File: src/rtl/uart_tx_strobed_if.sv
// Producer-side word handshake for the strobe-paced UART transmitter.
interface uart_tx_strobed_if #(
  parameter int unsigned DATA_WIDTH = 8
);
  logic [DATA_WIDTH-1:0] data;
  logic                  data_valid;
  logic                  data_ready;

  modport master (output data, output data_valid, input data_ready);
  modport slave  (input data, input data_valid, output data_ready);
endinterface

File: src/rtl/uart_tx_strobed.sv
// Strobe-paced UART transmitter: one bit per tick, one-word holding register
// so the next frame can follow the current one without an idle bit.
module uart_tx_strobed #(
  parameter int unsigned DATA_WIDTH = 8,
  parameter int unsigned PARITY     = 0,
  parameter int unsigned STOP_BITS  = 1
) (
  input  logic                clk,
  input  logic                rst,
  input  logic                tick,
  uart_tx_strobed_if.slave    bus,
  output logic                tx,
  output logic                busy
);

  localparam int unsigned CW = $clog2(DATA_WIDTH);
  localparam logic [CW-1:0] BIT_LAST  = CW'(DATA_WIDTH - 1);
  localparam logic          STOP_LAST = 1'(STOP_BITS - 1);

  typedef enum logic [2:0] {IDLE, START, DATA, PAR, STOP} state_t;

  state_t                state, state_n;
  logic [DATA_WIDTH-1:0] sh, sh_n;
  logic [DATA_WIDTH-1:0] hold, hold_n;
  logic                  hold_full, hold_full_n;
  logic [CW-1:0]         bit_cnt, bit_cnt_n;
  logic                  stop_cnt, stop_cnt_n;
  logic                  par, par_n;
  logic                  tx_n;
  logic                  accept;
  logic                  load;

  assign accept         = bus.data_valid && !hold_full;
  assign bus.data_ready = !hold_full;
  assign busy           = (state != IDLE) || hold_full;

  // State, datapath and line register; reset aborts any frame in flight.
  always_ff @(posedge clk or posedge rst) begin
    if (rst) begin
      state     <= IDLE;
      sh        <= '0;
      hold      <= '0;
      hold_full <= 1'b0;
      bit_cnt   <= '0;
      stop_cnt  <= 1'b0;
      par       <= 1'b0;
      tx        <= 1'b1;
    end else begin
      state     <= state_n;
      sh        <= sh_n;
      hold      <= hold_n;
      hold_full <= hold_full_n;
      bit_cnt   <= bit_cnt_n;
      stop_cnt  <= stop_cnt_n;
      par       <= par_n;
      tx        <= tx_n;
    end
  end

  // Next-state logic: hold capture every cycle, frame sequencing on tick only.
  always_comb begin
    state_n     = state;
    sh_n        = sh;
    hold_n      = hold;
    hold_full_n = hold_full;
    bit_cnt_n   = bit_cnt;
    stop_cnt_n  = stop_cnt;
    par_n       = par;
    tx_n        = tx;
    load        = 1'b0;

    if (accept) begin
      hold_n      = bus.data;
      hold_full_n = 1'b1;
    end

    if (tick) begin
      case (state)
        IDLE: load = hold_full;
        START: begin
          tx_n      = sh[0];
          bit_cnt_n = '0;
          state_n   = DATA;
        end
        DATA: begin
          if (bit_cnt == BIT_LAST) begin
            if (PARITY != 0) begin
              tx_n    = par;
              state_n = PAR;
            end else begin
              tx_n       = 1'b1;
              stop_cnt_n = 1'b0;
              state_n    = STOP;
            end
          end else begin
            sh_n      = sh >> 1;
            tx_n      = sh[1];
            bit_cnt_n = bit_cnt + CW'(1);
          end
        end
        PAR: begin
          tx_n       = 1'b1;
          stop_cnt_n = 1'b0;
          state_n    = STOP;
        end
        STOP: begin
          if (stop_cnt == STOP_LAST) begin
            if (hold_full) load = 1'b1;
            else           state_n = IDLE;
          end else begin
            stop_cnt_n = stop_cnt + 1'b1;
          end
        end
        default: state_n = IDLE;
      endcase
    end

    // Parity is fixed from the word as it leaves the holding register.
    if (load) begin
      sh_n        = hold;
      hold_full_n = 1'b0;
      tx_n        = 1'b0;
      par_n       = (PARITY == 1) ? ~^hold : ^hold;
      state_n     = START;
    end
  end

endmodule

File: src/flat_wrapper.sv
// flat-port wrapper written by rule: the top's interface ports become plain ports
module uart_tx_strobed_flat 
#(
  parameter int unsigned DATA_WIDTH = 8,
  parameter int unsigned PARITY     = 0,
  parameter int unsigned STOP_BITS  = 1
)
  (clk, rst, tick, tx, busy, bus_data, bus_data_valid, bus_data_ready);
  uart_tx_strobed_if #(.DATA_WIDTH(DATA_WIDTH)) bus_i ();
  input  logic clk;
  input  logic rst;
  input  logic tick;
  output logic tx;
  output logic busy;
  input wire logic [$bits(bus_i.data)-1:0] bus_data;
  input wire logic [$bits(bus_i.data_valid)-1:0] bus_data_valid;
  output wire logic [$bits(bus_i.data_ready)-1:0] bus_data_ready;
  assign bus_i.data = bus_data;
  assign bus_i.data_valid = bus_data_valid;
  assign bus_data_ready = bus_i.data_ready;
  uart_tx_strobed #(.DATA_WIDTH(DATA_WIDTH), .PARITY(PARITY), .STOP_BITS(STOP_BITS)) u_core (.clk(clk), .rst(rst), .tick(tick), .bus(bus_i), .tx(tx), .busy(busy));
endmodule
File: config.mk
export PLATFORM = sky130hd
export DESIGN_NAME = uart_tx_strobed_flat
export DESIGN_NICKNAME = d
export VERILOG_FILES = /design/src/rtl/uart_tx_strobed_if.sv /design/src/rtl/uart_tx_strobed.sv /design/src/flat_wrapper.sv
export SDC_FILE = /design/constraint.sdc
export NUM_CORES = 1
export LEC_CHECK = 0
export BUFFER_PORTS_ARGS = -buffer_cell sky130_fd_sc_hd__buf_2
export CAP_MARGIN = 20
export CORE_MARGIN = 3
export CORE_UTILIZATION = 42
export DETAILED_ROUTE_END_ITERATION = 7
export PLACE_DENSITY = 0.59
export SLEW_MARGIN = 10
export SYNTH_ARGS = -nofsm -noshare
export SYNTH_HDL_FRONTEND = slang
export SYNTH_SLANG_ARGS = --single-unit
File: constraint.sdc
create_clock -name clk -period 2.15 [get_ports clk]
set_input_delay 0.215 -clock clk [delete_from_list [all_inputs] [get_ports clk]]
set_output_delay 0.215 -clock clk [all_outputs]
set_load 0.03 [all_outputs]
==> results of run 1 <==
stage by stage:
stage | power, mW | setup slack [ns]
after global routing | 2.18 | 0.0128
after CTS | 2.05 | 0.0451
after detailed placement | 1.71 | 0.0681
final | 2.02 | 0.0686
after floorplan | 1.49 | 0.111
after global placement | 1.69 | 0.120
cell usage after synthesis, drive strengths merged:
library cell,number
nand3b,1
ha,2
mux2i,2
mux2,21
nor4bb,1
dfstp,1
or3b,2
o21a,1
a211oi,2
or3,1
clkbuf,2
a21oi,3
nor3b,1
nand2,5
a21o,3
nand2b,3
inv,7
nor2,5
dfrtp,23
a2bb2oi,1
o311ai,1
o21ai,5
nor2b,1
buf,2
repair_timing:
item                                    in CTS  in global routing
hold buffers                                 1                  0
endpoints found under the setup margin       0                  2
resized for setup                            0                  1
hold endpoints to repair                    23                  0
layout make-up:
class / count / share of cell area
flip-flops and latches: 24 / 0.439
multi-input cells: 61 / 0.380
repair buffers: 22 / 0.0967
well taps: 30 / 0.0274
clock inverters: 1 / 0.0219
inverters: 7 / 0.0192
clock buffers: 3 / 0.0164
kinds of logic (layout without fill, tap and decap cells):
group | count (synthesis) | in the layout | share of synthesized area
AOI/OAI and AO/OA | 16 | 16 | 0.0994
adders and majority gates | 2 | 2 | 0.0216
buffers and inverters | 11 | 33 | 0.0400
DFF | 24 | 24 | 0.519
muxes | 23 | 23 | 0.221
and+or+nand+nor | 20 | 20 | 0.0983
sequential cells by signal, summed over array words and instances (netlist names):
signal / flops
u_core.bit_cnt: 3
u_core.hold: 8
u_core.hold_full: 1
u_core.sh: 8
u_core.state: 3
u_core.tx: 1
metal layers:
layer	vias up	part of all wire
li1	377	-
met1	356	0.47
met2	17	0.46
met3	5	0.053
met4	0	0.013
met5	-	0
power by group:
part           internal (mW)  total [mW]  leakage [nW]  switching [mW]
Sequential             0.677       0.842         0.293           0.165
Clock                  0.189       0.327        0.0279           0.138
Combinational          0.485       0.853         0.324           0.368
Total                   1.35        2.02         0.645           0.671
critical path: cells and delay by family, from the launching register on:
family / cells / cell delay, ns
AND/OR/NAND/NOR: 1 / 0.39
AO/OA/AOI/OAI: 1 / 0.25
flip-flops: 1 / 0.42
buffers and inverters: 1 / 0.17
multiplexers: 1 / 0.33
adder cells (fa/ha/maj): 2 / 0.43
worst max path at each step:
stage | end | slack [ns] | cells after the start
after floorplan | u_core.sh[0] | 0.11 | 5
after global placement | u_core.sh[5] | 0.12 | 6
after detailed placement | u_core.bit_cnt[2] | 0.07 | 6
after CTS | u_core.bit_cnt[1] | 0.05 | 6
after global routing | u_core.sh[5] | 0.01 | 6
final | u_core.sh[2] | 0.07 | 6
==> summary.txt, run 1 <==
Run status
  • Result of the run: finished, final reports clean

Global route
  • Vias in the first global route: 728
  • GR peak layer: met2
  • Met1 usage in global routing: 0.170
  • Met2 Use GR: 0.199
  • GRT overflow: 0
  • Largest net degree at the start of global routing: 25
  • Gr usage total: 0.130
  • Initial antenna violation count: 0
  • GR Layer Usage met3: 0.0461
  • Global-route wire length before repair: 3.31 mm

Clock tree
  • H-tree depth: 1
  • CTS Buf Count: 3
  • CTS tree: done
  • Worst-path clk slew: 0.13 ns
  • Clk buf depth: 2
  • Clk sinks: 24
  • Clk_lat worst skew: 0.32 ns
  • Post-CTS setup buffer count: 0
  • Root buffer selected by CTS: clkbuf_4

Hold path
  • Hold path endpoint: u_core.hold[7]
  • Min-delay src: bus_data[7]
  • Worst hold path class: input port to flip-flop
  • Hold path cells: 3

Critical path
  • Crit Path Category: flip-flop to flip-flop
  • FF-to-FF setup slack: 0.07 ns
  • CP max stage delay: 0.42 ns
  • Critical Path RT: 2.37 ns
  • Crit path launch: u_core.bit_cnt[0]
  • CP Launch Type: flip-flop
  • WP data arrival: 2.30 ns
  • Cell count of the worst reg-to-reg path: 6
  • Setup crit end kind: flip-flop
  • Most frequent CP cell: ha_1
  • Crit-path slowest cell: dfrtp_1
  • Worst R2R Start: u_core.bit_cnt[0]
  • CP Cell Sequence: ha_1 -> ha_1 -> or3b_4 -> a211oi_4 -> buf_4 -> mux2_2
  • CP max FO: 4
  • Worst R2R End: u_core.sh[2]

Die
  • DIE AREA: 3420 um2
  • Ports: 15
  • Initial Util: 0.455
  • Die width: 58.5 um
  • Die height: 58.5 um
  • Core area: 2540 um2
  • Number of core rows: 18

Finish
  • Most common cell after layout, fill and taps aside: dfrtp_1
  • FILL cells: 245
  • Register Area: 602 um2
  • Layout net count: 133
  • Share of cells above drive strength 1: 0.441
  • Layout Cells excl Fill: 148
  • P&R area growth vs syn: 18.4%
  • Most frequent cells in the layout: dfrtp_1, mux2_2, buf_2
  • Ant. Diodes: 0
  • Multi-input gate area: 520 um2
  • Final core utilization: 0.539
  • Final instance area: 1370 um2

Power and ir drop
  • Power Dens Cells: 1470 nW/um2
  • Static leakage: 0.645 nW
  • VDD IR max: 0.000950 V

Synth
  • Synthesized flop and latch total: 24
  • Post-synthesis cell type count: 27
  • Post-Syn Nets: 110
  • Gate Count Post-Synth: 96
  • Synth top area share: 0.497
  • Warnings, synthesis: 0
  • Post-synthesis area per instance: 12.1 um2
  • Cell Area, Synth: 1160 um2
  • Area leader, netlist: dfrtp_1
  • Area contributors post-synth: dfrtp_1, mux2_2, dfstp_2
  • Post-synthesis sequential area ratio: 0.519

Routing
  • Initial DRC count: 17
  • DR pass1 iterations: 4
  • Antenna-violating nets left: 0
  • Vias/cell: 5.10
  • Drt wl/cell: 13.3 um
  • Drt total wl: 1.97 mm
  • # DRC: 0
  • Total number of vias: 755

Placement
  • IO buf count: 14
  • Placed instance count: 143
  • Detailed-placement wirelength estimate: 1.42 mm
  • GPL Wtd Cong: 0.747
  • Post-DP Area: 1310 um2

Flow run
  • Max-cap viol count: 0

STA
  • Final Cycle Share: 0.968
  • Unrepaired setup endpoints after global routing: no
  • Slew Limit Fails: 0
  • Worst slew pin tran: 0.404 ns
  • Final setup viols: 0
  • Slew margin rel.: 0.730
  • Fmax: 480 MHz
  • Period minus WS final: 2.08 ns
  • Clock Skew: 0.00411 ns
  • Setup TNS: 0 ns
  • Final hold vios: 0
  • WHS: 0.105 ns
No activity file was read; power rests on OpenSTA's default activity.
==> run 2, diff against run 1 <==
Settings changed: CTS_BUF_LIST from default to sky130_fd_sc_hd__clkbuf_16.
==> summary.txt, run 2 (synthesis results as in run 1) <==
Run status
  • Result of the run: finished, final reports clean

Finish
  • Final core utilization: 0.559
  • Most common cell after layout, fill and taps aside: dfrtp_1
  • Layout net count: 133
  • Ant. Diodes: 0
  • Top Registers: u_core.hold (8), u_core.sh (8)
  • FILL cells: 234
  • P&R area growth vs syn: 22.9%
  • Share of cells above drive strength 1: 0.441
  • Register Area: 602 um2
  • Most frequent cells in the layout: dfrtp_1, mux2_2, buf_2
  • Multi-input gate area: 520 um2

Critical path
  • FF-to-FF setup slack: 0.07 ns
  • CP Cell Sequence: ha_1 -> ha_1 -> or3b_4 -> a211oi_4 -> buf_4 -> mux2_2
  • Cell count of the worst reg-to-reg path: 6
  • Worst R2R End: u_core.sh[2]
  • CP Launch Type: flip-flop
  • Crit-path slowest cell: dfrtp_1
  • Most frequent CP cell: ha_1
  • Setup crit end kind: flip-flop
  • CP max FO: 4
  • Crit Path Category: flip-flop to flip-flop
  • WP data arrival: 2.22 ns
  • CP max stage delay: 0.40 ns
  • Worst R2R Start: u_core.bit_cnt[0]
  • Crit path launch: u_core.bit_cnt[0]
  • Crit path to: u_core.sh[2]
  • Critical Path RT: 2.29 ns

STA
  • Final Cycle Share: 0.967
  • Unrepaired setup endpoints after global routing: no
  • Period minus WS final: 2.08 ns
  • Worst Slack Setup Final: 0.0713 ns
  • Final setup viols: 0
  • Final hold vios: 0
  • Worst slew pin tran: 0.412 ns
  • Fmax: 481 MHz
  • Slew margin rel.: 0.725
  • Setup TNS: 0 ns
  • Slew Limit Fails: 0
  • Clock Skew: 0.00152 ns

Routing
  • Antenna-violating nets left: 0
  • Vias/cell: 5.23
  • # DRC: 0
  • Drt wl/cell: 14.0 um
  • Drt total wl: 2.07 mm
  • DR pass1 iterations: 2
  • Total number of vias: 774
  • Initial DRC count: 15

Power and ir drop
  • P_int: 1.54 mW
  • Static leakage: 0.668 nW
  • Combinational Power Share: 0.384
  • Reg power frac: 0.380
  • Power Dens Cells: 1570 nW/um2
  • Clk pwr share: 0.236
  • Psw: 705 uW
  • VDD IR max: 0.00110 V
  • Sw frac: 0.315

Die
  • Die height: 58.5 um
  • DIE AREA: 3420 um2
  • Die width: 58.5 um
  • Ports: 15
  • Core area: 2540 um2
  • Number of core rows: 18
  • Initial Util: 0.455

Clock tree
  • CTS Buf Count: 3
  • Post-CTS setup buffer count: 0
  • CTS tree: done
  • Worst-path clk slew: 0.06 ns
  • Clk sinks: 24
  • Root buffer selected by CTS: clkbuf_16
  • Clk buf depth: 2
  • H-tree depth: 1
  • Clk_lat worst skew: 0.26 ns

Global route
  • Gr usage total: 0.138
  • Vias in the first global route: 769
  • Largest net degree at the start of global routing: 25
  • GRT overflow: 0
  • Initial antenna violation count: 0
  • Global-route wire length before repair: 3.53 mm

Hold path
  • Worst hold path class: input port to flip-flop
  • Hold path cells: 3
  • Min-delay src: bus_data[7]

Placement
  • Post-place setup slack: 0.0681 ns
  • Detailed-placement wirelength estimate: 1.42 mm
  • GPL Wtd Cong: 0.747
  • IO buf count: 14

Flow run
  • Max-cap viol count: 0
[run 2: area by class of cell]
type	instances	share of cell area
multi-input cells	61	0.366
well taps	30	0.0264
flip-flops and latches	24	0.423
clock buffers	3	0.0527
inverters	7	0.0185
clock inverters	1	0.0211
repair buffers	22	0.0931
[run 2: worst min path at each step]
stage	to
floorplan	u_core.bit_cnt[0]
global placement	u_core.hold[2]
detailed placement	u_core.hold[2]
CTS	u_core.hold[7]
global route	u_core.hold[7]
finish	u_core.hold[7]
[run 2: power by group through the flow]
stage	clock, mW	sequential, mW	combinational [mW]
after floorplan	0	0.801	0.690
final	0.528	0.852	0.861
after CTS	0.539	0.851	0.870
after global placement	0	0.850	0.839
after detailed placement	0	0.856	0.857
after global routing	0.555	0.882	0.961
[run 2: layer usage]
layer	vias up	GRT usage	part of all wire
met5	-	0	0
li1	377	-	-
met2	13	0.219	0.46
met1	380	0.177	0.48
met3	4	0.0461	0.043
met4	0	0.0497	0.015
[run 2: repair_timing]
item | in CTS | in global routing
endpoints found under the hold margin | 14 | 0
setup endpoints to repair | 0 | 2
gates resized for setup | 0 | 1
hold buffers | 1 | 0
[run 2: through the flow]
step | area, um2 | hold slack, ns | cells | total power, mW
finish | 1420 | 0.177 | 148 | 2.24
global route | 1420 | 0.182 | 148 | 2.40
CTS | 1420 | 0.175 | 148 | 2.26
detailed placement | 1310 | 0.273 | 143 | 1.71
global placement | 1310 | 0.273 | 143 | 1.69
floorplan | 1160 | 0.229 | 96 | 1.49
[run 2: worst max-delay path: cells and delay by family, from the launching register on]
kind            cells  cell delay, ns
compound gates      1            0.25
fa+ha+maj           2            0.43
buf+inv             1            0.17
flops               1            0.40
mux                 1            0.33
simple gates        1            0.39
==> run 3, diff against run 2 <==
Settings changed: CORE_MARGIN 3 to 4, RECOVER_POWER from default to 100, SETUP_SLACK_MARGIN from default to 0.5.
==> summary.txt, run 3 (synthesis results as in run 1) <==
Global route
  • Largest net degree at the start of global routing: 25
  • Gr usage total: 0.138
  • Global-route wire length before repair: 3.66 mm
  • GRT overflow: 0
  • Initial antenna violation count: 0
  • Vias in the first global route: 802

Critical path
  • CP top delay family: flip-flops
  • Critical Path RT: 2.29 ns
  • Crit Path Category: flip-flop to flip-flop
  • CP max stage delay: 0.40 ns
  • WP data arrival: 2.16 ns
  • CP Launch Type: flip-flop
  • CP max FO: 8
  • Buf/Inv on CP: 1
  • Crit-path slowest cell: dfrtp_1
  • Setup crit end kind: flip-flop
  • CP Cell Sequence: ha_1 -> ha_4 -> or3b_4 -> a211oi_4 -> buf_6 -> mux2_2

Die
  • Die width: 60.5 um
  • Initial Util: 0.455
  • Number of core rows: 18
  • Die height: 60.5 um
  • Core area: 2540 um2
  • DIE AREA: 3660 um2
  • Ports: 15

STA
  • Final hold vios: 0
  • Final setup viols: 0
  • Slew margin rel.: 0.150
  • WHS: 0.165 ns
  • Setup TNS: 0 ns
  • Worst slew pin tran: 1.27 ns
  • Clock Skew: 0.00201 ns
  • Final Cycle Share: 0.941
  • Fmax: 494 MHz
  • Unrepaired setup endpoints after global routing: yes
  • Slew Limit Fails: 0
  • Period minus WS final: 2.02 ns
  • Worst Slack Setup Final: 0.127 ns

Finish
  • Final core utilization: 0.559
  • Ant. Diodes: 0
  • Top Registers: u_core.hold (8), u_core.sh (8)
  • Layout Cells excl Fill: 150
  • P&R area growth vs syn: 22.8%
  • FILL cells: 229
  • Final instance area: 1420 um2
  • Most frequent cells in the layout: dfrtp_1, mux2_2, buf_2
  • Layout net count: 135
  • Most common cell after layout, fill and taps aside: dfrtp_1
  • Share of cells above drive strength 1: 0.408

Run status
  • Result of the run: finished, final reports clean

Clock tree
  • Clk buf depth: 2
  • CTS Hold Bufs: 0
  • H-tree depth: 1
  • CTS tree: done
  • Root buffer selected by CTS: clkbuf_16
  • Clk_lat worst skew: 0.25 ns
  • Clk sinks: 24
  • Worst-path clk slew: 0.06 ns
  • CTS Buf Count: 3

Routing
  • Total number of vias: 777
  • DR pass1 iterations: 5
  • Initial DRC count: 13
  • # DRC: 0
  • Antenna-violating nets left: 0
  • Drt total wl: 2.15 mm
  • Drt wl/cell: 14.3 um
  • Vias/cell: 5.18

Placement
  • IO buf count: 14
  • Placed instance count: 142
  • Post-place setup slack: 0.146 ns
  • GPL Wtd Cong: 0.709
  • Detailed-placement wirelength estimate: 1.52 mm
  • Post-DP Area: 1320 um2

Power and ir drop
  • Power Dens Cells: 1540 nW/um2
  • Final Power: 2.19 mW
  • Clk pwr share: 0.182
  • Psw: 731 uW
  • Combinational Power Share: 0.432
  • Reg power frac: 0.386
  • Static leakage: 0.652 nW
  • P_int: 1.46 mW
  • VDD IR max: 0.000736 V
  • Sw frac: 0.333

Hold path
  • Worst hold path class: input port to flip-flop

Flow run
  • Max-cap viol count: 0
run 3: cell types whose count changed in the layout (fill, tap and decap cells not counted), sizes merged:
cell         before  now
dlygate4sd3       1    0
bufinv            1    0
clkbuf            3   11
clkinv            0    1
buf              21   16
run 3: power by group through the flow:
stage / clock network (mW) / registers [mW] / logic, mW
floorplan: 0 / 0.806 / 0.715
detailed placement: 0 / 0.857 / 0.896
global route: 0.434 / 0.883 / 1.05
global placement: 0 / 0.849 / 0.874
finish: 0.399 / 0.847 / 0.947
CTS: 0.416 / 0.852 / 0.953
run 3: routing by layer:
layer  routed length, um  part of all wire  vias up  track usage
met5                   0                 0        -            0
li1                    -                 -      384            -
met3                  49             0.023        2       0.0255
met4                  16            0.0074        0       0.0650
met2                1070              0.50        9        0.233
met1                1020              0.47      382        0.171
run 3: repair_timing:
| action | 4_1_cts | 5_1_grt |
|---|---|---|
| setup endpoints to repair | 11 | 12 |
| resized for setup | 6 | 4 |
| setup buffers | 1 | 3 |
| pin swaps | 2 | 2 |
run 3: final cells by class:
cell class | instances | area (um2) | area share
timing repair buffer | 24 | 130 | 0.0915
inverter | 7 | 26.3 | 0.0185
clock inverter | 1 | 3.75 | 0.00264
clock buffer | 3 | 75.1 | 0.0528
multi-input combinational | 61 | 548 | 0.385
tap | 30 | 37.5 | 0.0264
sequential | 24 | 602 | 0.423
run 3: worst min-delay path, delay by kind of cell:
family,cells,cell delay (ns)
compound gates,1,0.06
buf+inv,1,0.07
simple gates,1,0.04
run 3: worst paths after layout:
path / start / slack (ns) / endpoint / depth (start not counted)
setup / recovery: u_core.bit_cnt[0] / 0.13 / u_core.sh[5] / 6
hold / removal: bus_data[7] / 0.16 / u_core.hold[7] / 3
setup reg to reg: u_core.bit_cnt[0] / 0.13 / u_core.sh[5] / 6
hold reg to reg: u_core.hold[3] / 0.50 / u_core.hold[3] / 1
max in group asynchronous: rst / 1.02 / u_core.state[1] / 3
min in group asynchronous: rst / 0.38 / u_core.hold[0] / 3
